## config.mk

```make
export PLATFORM = sky130hd
export DESIGN_NAME = upsample_2x2_nearest_stream_flat
export DESIGN_NICKNAME = d
export VERILOG_FILES = /design/src/rtl/upsample_2x2_nearest_stream_if.sv /design/src/rtl/upsample_2x2_nearest_stream.sv /design/src/flat_wrapper.sv
export SDC_FILE = /design/constraint.sdc
export NUM_CORES = 1
export LEC_CHECK = 0
export ABC_CLOCK_PERIOD_IN_PS = 7300
export CAP_MARGIN = 20
export CELL_PAD_IN_SITES_DETAIL_PLACEMENT = 0
export CELL_PAD_IN_SITES_GLOBAL_PLACEMENT = 1
export CORE_MARGIN = 3
export CORE_UTILIZATION = 43
export CTS_BUF_LIST = sky130_fd_sc_hd__clkbuf_8
export CTS_CLUSTER_DIAMETER = 50
export DETAILED_ROUTE_END_ITERATION = 8
export PLACE_DENSITY = 0.69
export SLEW_MARGIN = 20
export SYNTH_ARGS = -nofsm -noshare
export SYNTH_HDL_FRONTEND = slang
export SYNTH_SLANG_ARGS = --single-unit
```

## constraint.sdc

```tcl
create_clock -name clk -period 7.3 [get_ports clk]
set_clock_uncertainty 0.1 [all_clocks]
set_input_delay 1.095 -clock clk [delete_from_list [all_inputs] [get_ports clk]]
set_output_delay 1.095 -clock clk [all_outputs]
set_load 0.005 [all_outputs]
```

## src/rtl/upsample_2x2_nearest_stream_if.sv

```systemverilog
// Pixel stream bundle for the 2x2 upsampler: valid/ready on the input side,
// valid-only (no backpressure) on the output side.
interface upsample_2x2_nearest_stream_if #(
    parameter int DATA_WIDHT = 32
);
    logic [DATA_WIDHT-1:0] Data_In;
    logic                  Valid_In;
    logic                  Ready_Out;
    logic [DATA_WIDHT-1:0] Data_Out;
    logic                  Valid_Out;
    logic                  Frame_Done;

    modport master (
        output Data_In,
        output Valid_In,
        input  Ready_Out,
        input  Data_Out,
        input  Valid_Out,
        input  Frame_Done
    );

    modport slave (
        input  Data_In,
        input  Valid_In,
        output Ready_Out,
        output Data_Out,
        output Valid_Out,
        output Frame_Done
    );
endinterface

```

## src/rtl/upsample_2x2_nearest_stream.sv

```systemverilog
// Streaming 2x2 nearest-neighbour upsampler: each input pixel is emitted twice on
// the fly, and each completed input row is replayed once from a line buffer.
//
// state  | meaning
// FILL   | accept input row; phase 0 takes a pixel, phase 1 emits its second copy
// REPEAT | replay buffered row, each pixel twice, input throttled
module upsample_2x2_nearest_stream #(
    parameter int DATA_WIDHT = 32,
    parameter int IMG_WIDHT  = 15,
    parameter int IMG_HEIGHT = 15
) (
    input  logic clk,
    input  logic rst,
    upsample_2x2_nearest_stream_if.slave s
);
    localparam int COL_W  = (IMG_WIDHT  > 1) ? $clog2(IMG_WIDHT)  : 1;
    localparam int RCNT_W = (2*IMG_WIDHT > 1) ? $clog2(2*IMG_WIDHT) : 1;
    localparam int ROW_W  = (IMG_HEIGHT > 1) ? $clog2(IMG_HEIGHT) : 1;

    localparam logic [COL_W-1:0]  COL_LAST  = COL_W'(IMG_WIDHT - 1);
    localparam logic [RCNT_W-1:0] RCNT_LAST = RCNT_W'(2*IMG_WIDHT - 1);
    localparam logic [ROW_W-1:0]  ROW_LAST  = ROW_W'(IMG_HEIGHT - 1);

    typedef enum logic {
        FILL   = 1'b0,
        REPEAT = 1'b1
    } state_t;

    state_t                state;
    logic                  phase;
    logic [COL_W-1:0]      col;
    logic [RCNT_W-1:0]     rcnt;
    logic [ROW_W-1:0]      row;
    logic [DATA_WIDHT-1:0] data_q;
    logic                  valid_q;
    logic                  done_q;

    logic [DATA_WIDHT-1:0] line_buf [IMG_WIDHT];
    logic                  wr_en;
    logic [COL_W-1:0]      rd_idx;
    logic [DATA_WIDHT-1:0] rd_data;

    assign s.Ready_Out  = (state == FILL) && !phase;
    assign s.Data_Out   = data_q;
    assign s.Valid_Out  = valid_q;
    assign s.Frame_Done = done_q;

    assign wr_en   = s.Ready_Out && s.Valid_In;
    // Output pixel index rcnt/2 always fits the column range since rcnt < 2*IMG_WIDHT.
    assign rd_idx  = COL_W'(rcnt >> 1);
    assign rd_data = line_buf[rd_idx];

    // Line buffer keeps no reset; contents are always rewritten before a replay.
    always_ff @(posedge clk) begin
        if (wr_en) begin
            line_buf[col] <= s.Data_In;
        end
    end

    always_ff @(posedge clk or posedge rst) begin
        if (rst) begin
            state   <= FILL;
            phase   <= 1'b0;
            col     <= '0;
            rcnt    <= '0;
            row     <= '0;
            data_q  <= '0;
            valid_q <= 1'b0;
            done_q  <= 1'b0;
        end else begin
            done_q <= 1'b0;
            case (state)
                FILL: begin
                    if (!phase) begin
                        if (s.Valid_In) begin
                            data_q  <= s.Data_In;
                            valid_q <= 1'b1;
                            phase   <= 1'b1;
                        end else begin
                            valid_q <= 1'b0;
                        end
                    end else begin
                        valid_q <= 1'b1;
                        phase   <= 1'b0;
                        if (col == COL_LAST) begin
                            col   <= '0;
                            rcnt  <= '0;
                            state <= REPEAT;
                        end else begin
                            col <= col + COL_W'(1);
                        end
                    end
                end
                REPEAT: begin
                    data_q  <= rd_data;
                    valid_q <= 1'b1;
                    if (rcnt == RCNT_LAST) begin
                        state <= FILL;
                        if (row == ROW_LAST) begin
                            row    <= '0;
                            done_q <= 1'b1;
                        end else begin
                            row <= row + ROW_W'(1);
                        end
                    end else begin
                        rcnt <= rcnt + RCNT_W'(1);
                    end
                end
                default: state <= FILL;
            endcase
        end
    end
endmodule

```

## src/flat_wrapper.sv

```systemverilog
// flat-port wrapper written by rule: the top's interface ports become plain ports
module upsample_2x2_nearest_stream_flat 
#(
    parameter int DATA_WIDHT = 32,
    parameter int IMG_WIDHT  = 15,
    parameter int IMG_HEIGHT = 15
)
  (clk, rst, s_Data_In, s_Valid_In, s_Ready_Out, s_Data_Out, s_Valid_Out, s_Frame_Done);
  upsample_2x2_nearest_stream_if #(.DATA_WIDHT(DATA_WIDHT)) s_i ();
  input  logic clk;
  input  logic rst;
  input wire logic [$bits(s_i.Data_In)-1:0] s_Data_In;
  input wire logic [$bits(s_i.Valid_In)-1:0] s_Valid_In;
  output wire logic [$bits(s_i.Ready_Out)-1:0] s_Ready_Out;
  output wire logic [$bits(s_i.Data_Out)-1:0] s_Data_Out;
  output wire logic [$bits(s_i.Valid_Out)-1:0] s_Valid_Out;
  output wire logic [$bits(s_i.Frame_Done)-1:0] s_Frame_Done;
  assign s_i.Data_In = s_Data_In;
  assign s_i.Valid_In = s_Valid_In;
  assign s_Ready_Out = s_i.Ready_Out;
  assign s_Data_Out = s_i.Data_Out;
  assign s_Valid_Out = s_i.Valid_Out;
  assign s_Frame_Done = s_i.Frame_Done;
  upsample_2x2_nearest_stream #(.DATA_WIDHT(DATA_WIDHT), .IMG_WIDHT(IMG_WIDHT), .IMG_HEIGHT(IMG_HEIGHT)) u_core (.clk(clk), .rst(rst), .s(s_i));
endmodule
```

==> impl_metrics.env <==
export IMPL_outcome="finished, final reports clean"
export IMPL_crit_chain="clkdlybuf4s50_1 -> nand2b_1 -> buf_4 -> nor2_1 -> nand3b_1 -> nor2_4 -> buf_4"
export IMPL_drtIter0Drc=840
export IMPL_holdBufCountCts=0
export IMPL_yosys_mux_area_fraction_pct=13.8
export IMPL_synth_xor_area_share_pct=0.0846
export IMPL_io_pins=70
export IMPL_yosysTopAreaCell="edfxtp_1"
export IMPL_num_vias=10800
export IMPL_max_stage_delay_ns=0.66
export IMPL_fin_ws_ns=3.86
export IMPL_cts_root_buf="clkbuf_8"
export IMPL_worstSetupStartpointType="primary input"
export IMPL_die_y_um=225
export IMPL_place_gp_congestion=0.730
export IMPL_max_freq_mhz=290
export IMPL_cp_common_cell="buf_4"
export IMPL_area_growth_pct=15.5
export IMPL_setup_violations=0
export IMPL_synth_nets=1170
export IMPL_maxCapViolCount=0
export IMPL_hp_start="u_core.rcnt[0]"
export IMPL_synth_ff_type="edfxtp_1"
export IMPL_relSlewSlack_pct=29.0
export IMPL_n_fill_cell=3881
export IMPL_antenna_found_initial=1
export IMPL_holdCritPathClass="reg2reg"
export IMPL_min_period_ns=3.44
export IMPL_yosysUniqueCellTypes=41
export IMPL_wire_per_inst_um=24.0
export IMPL_wl_met2_mm=21.8
export IMPL_placementRows=79
export IMPL_yosys_area_share_adder_pct=0.121
export IMPL_grt_pass1_vias=11200
export IMPL_detail_route_antenna_nets=0
export IMPL_fin_cells=1932
export IMPL_yosysTopAreaCellShare_pct=69.6
export IMPL_track_usage_pct=18.5
export IMPL_yosysMostFrequentCell="edfxtp_1"
export IMPL_fin_tns_setup_ns=0
export IMPL_ys_warn_count=0
export IMPL_die_area_sq_um=50800
export IMPL_slowest_stage="nor2_4"
export IMPL_met3_length_mm=2.90
export IMPL_peakVddDrop_mv=0.182
export IMPL_viasPerCell=5.58
export IMPL_synth_top_family_by_area="multiplexers"
export IMPL_drcViolationCount=0
export IMPL_tightestPinTransition_ns=1.06
export IMPL_dp_cells=1770
export IMPL_place_ws_ns=3.21
export IMPL_dr_pass1_iters=5
export IMPL_min_to="u_core.rcnt[0]"
export IMPL_synth_seq_cells=529
export IMPL_post_cts_resize_count=0
export IMPL_drt_total_wl_mm=46.3
export IMPL_die_x_um=225
export IMPL_grt_ovfl_total=0
export IMPL_final_layout_size_suffix_gt1_share_pct=20.2
export IMPL_dp_hpwl_mm=26.7
export IMPL_hold_viol_final=0
export IMPL_cts_tree="done"
export IMPL_finish_utilization_pct=50.8
export IMPL_start_util_pct=44.0
export IMPL_critPathRequiredTime_ns=7.50
export IMPL_leakagePower_nw=7.77
export IMPL_io_buffers=69
export IMPL_rsz0062_at_grt="false"
export IMPL_critPathMaxFanout=26
export IMPL_clockBufferDepth=3
export IMPL_hold_depth=1
export IMPL_synth_area_sq_um=20700
export IMPL_yosys_top_cells_count="edfxtp_1 (480), mux2i_1 (105), nand2_1 (95)"
export IMPL_clkLatencyLatePin_ns=0.63
export IMPL_post_route_period_util_pct=47.2
export IMPL_synth_area_leaders="edfxtp_1 (70%), dfrtp_1 (5.9%), mux4_2 (5.8%), mux2i_1 (5.1%), mux2_2 (2.9%)"
export IMPL_powerDensity_nw_per_um2=330
export IMPL_cts_sinks=529
export IMPL_cts_htree_levels=3
export IMPL_synthSimpleGateAreaFrac_pct=3.21
export IMPL_met1_length_mm=20.5
export IMPL_syn_area_per_cell_sq_um=18.3
export IMPL_fin_nets=1291
export IMPL_grt_max_degree=139
export IMPL_top_layer_used="met4"
export IMPL_post_cts_buffers=0
export IMPL_syn_instance_count=1133
export IMPL_async_flop_share_pct=9.26
export IMPL_synth_compound_area_share_pct=5.34
export IMPL_path_clk_slew_ns=0.06
export IMPL_r2r_slack_ns=4.03
export IMPL_worstSetupEndpointType="flop"
export IMPL_numCtsBuffers=86
export IMPL_p_total_mw=7.88
export IMPL_r2r_start="u_core.rcnt[1]"
export IMPL_reg2reg_depth=4
export IMPL_yosysSeqAreaShare_pct=75.6
export IMPL_grt_first_pass_wirelength_mm=70.1
export IMPL_finalMaxSlewViolations=0
export IMPL_regToRegEndpoint="u_core.s.Data_Out[23]"
export IMPL_coreArea_sq_um=47100
export IMPL_synth_edf_count=480
export IMPL_worstSetupPathType="in2reg"
export IMPL_cp_arrival_ns=3.64
cell type report:
cell class	count	area, sq um	share of cell area (%)
Multi-Input combinational cell	531	4780	20.0
Timing Repair Buffer	100	1100	4.62
Clock buffer	95	1310	5.47
Tap cell	607	759	3.18
Inverter	6	22.5	0.0942
Clock inverter	63	287	1.20
Antenna cell	1	2.50	0.0105
Sequential cell	529	15700	65.5
per-stage QoR:
stage                     hold WS [ns]  cell area, sq um
after CTS                        0.456             23800
after global routing             0.472             23900
final                            0.456             23900
after floorplan                  0.402             20700
after detailed placement         0.436             22200
after global placement           0.434             22100
where the power goes:
group          total (mW)  internal, mW  leakage [nW]  switching, mW
combinational        1.67         0.803          1.89          0.865
clock                2.36          1.23         0.954           1.13
sequential           3.85          3.61          4.93          0.241
total                7.88          5.64          7.77           2.24
registers in the layout, indices dropped and copies added (netlist names):
name and count:
u_core.s.Valid_Out 1, u_core.phase 1, u_core.s.Data_Out 32, u_core.row 4, u_core.col 4, u_core.line_buf 480
u_core.s.Frame_Done 1, u_core.state 1, u_core.rcnt 5
worst max path at each step:
stage | from | to | cells past startpoint | slack [ns]
global route | s_Valid_In | u_core.line_buf[10][7] | 7 | 3.71
finish | s_Valid_In | u_core.line_buf[10][31] | 7 | 3.86
detailed placement | s_Valid_In | u_core.line_buf[10][7] | 7 | 3.21
CTS | s_Valid_In | u_core.line_buf[10][7] | 7 | 3.89
global placement | s_Valid_In | u_core.line_buf[0][17] | 7 | 2.96
floorplan | s_Valid_In | u_core.line_buf[1][0] | 4 | 2.84
cells by family after synthesis:
group	count (synthesis)
AOI/OAI and AO/OA	161
DFF	529
muxes	212
xor gates and xnor gates	2
and+or+nand+nor	154
adders and majority gates	2
buffers and inverters	73
per-layer routing:
| layer | up-vias | global-route usage [%] |
|---|---|---|
| li1 | 4808 | - |
| met1 | 5570 | 25.8 |
| met2 | 340 | 28.9 |
| met3 | 65 | 3.83 |
| met4 | 0 | 6.79 |
| met5 | - | 0 |
cell usage in the layout (no fill, tap or decap), types with 13 or more instances in the layout:
master,count
clkinv_1,13
a21oi_1,22
o22ai_1,24
dfrtp_1,45
a221o_1,17
clkdlybuf4s50_1,69
clkbuf_8,95
mux4_2,53
edfxtp_1,480
nand2_1,95
mux2i_1,105
o21ai_0,40
buf_4,20
a221oi_1,25
inv_1,44
mux2_2,54
critical path: cells and delay by family:
family	cells	cell delay [ns]
and+or+nand+nor	4	1.33
buffers and inverters	3	1.19
No activity file was read; power rests on OpenSTA's default activity.
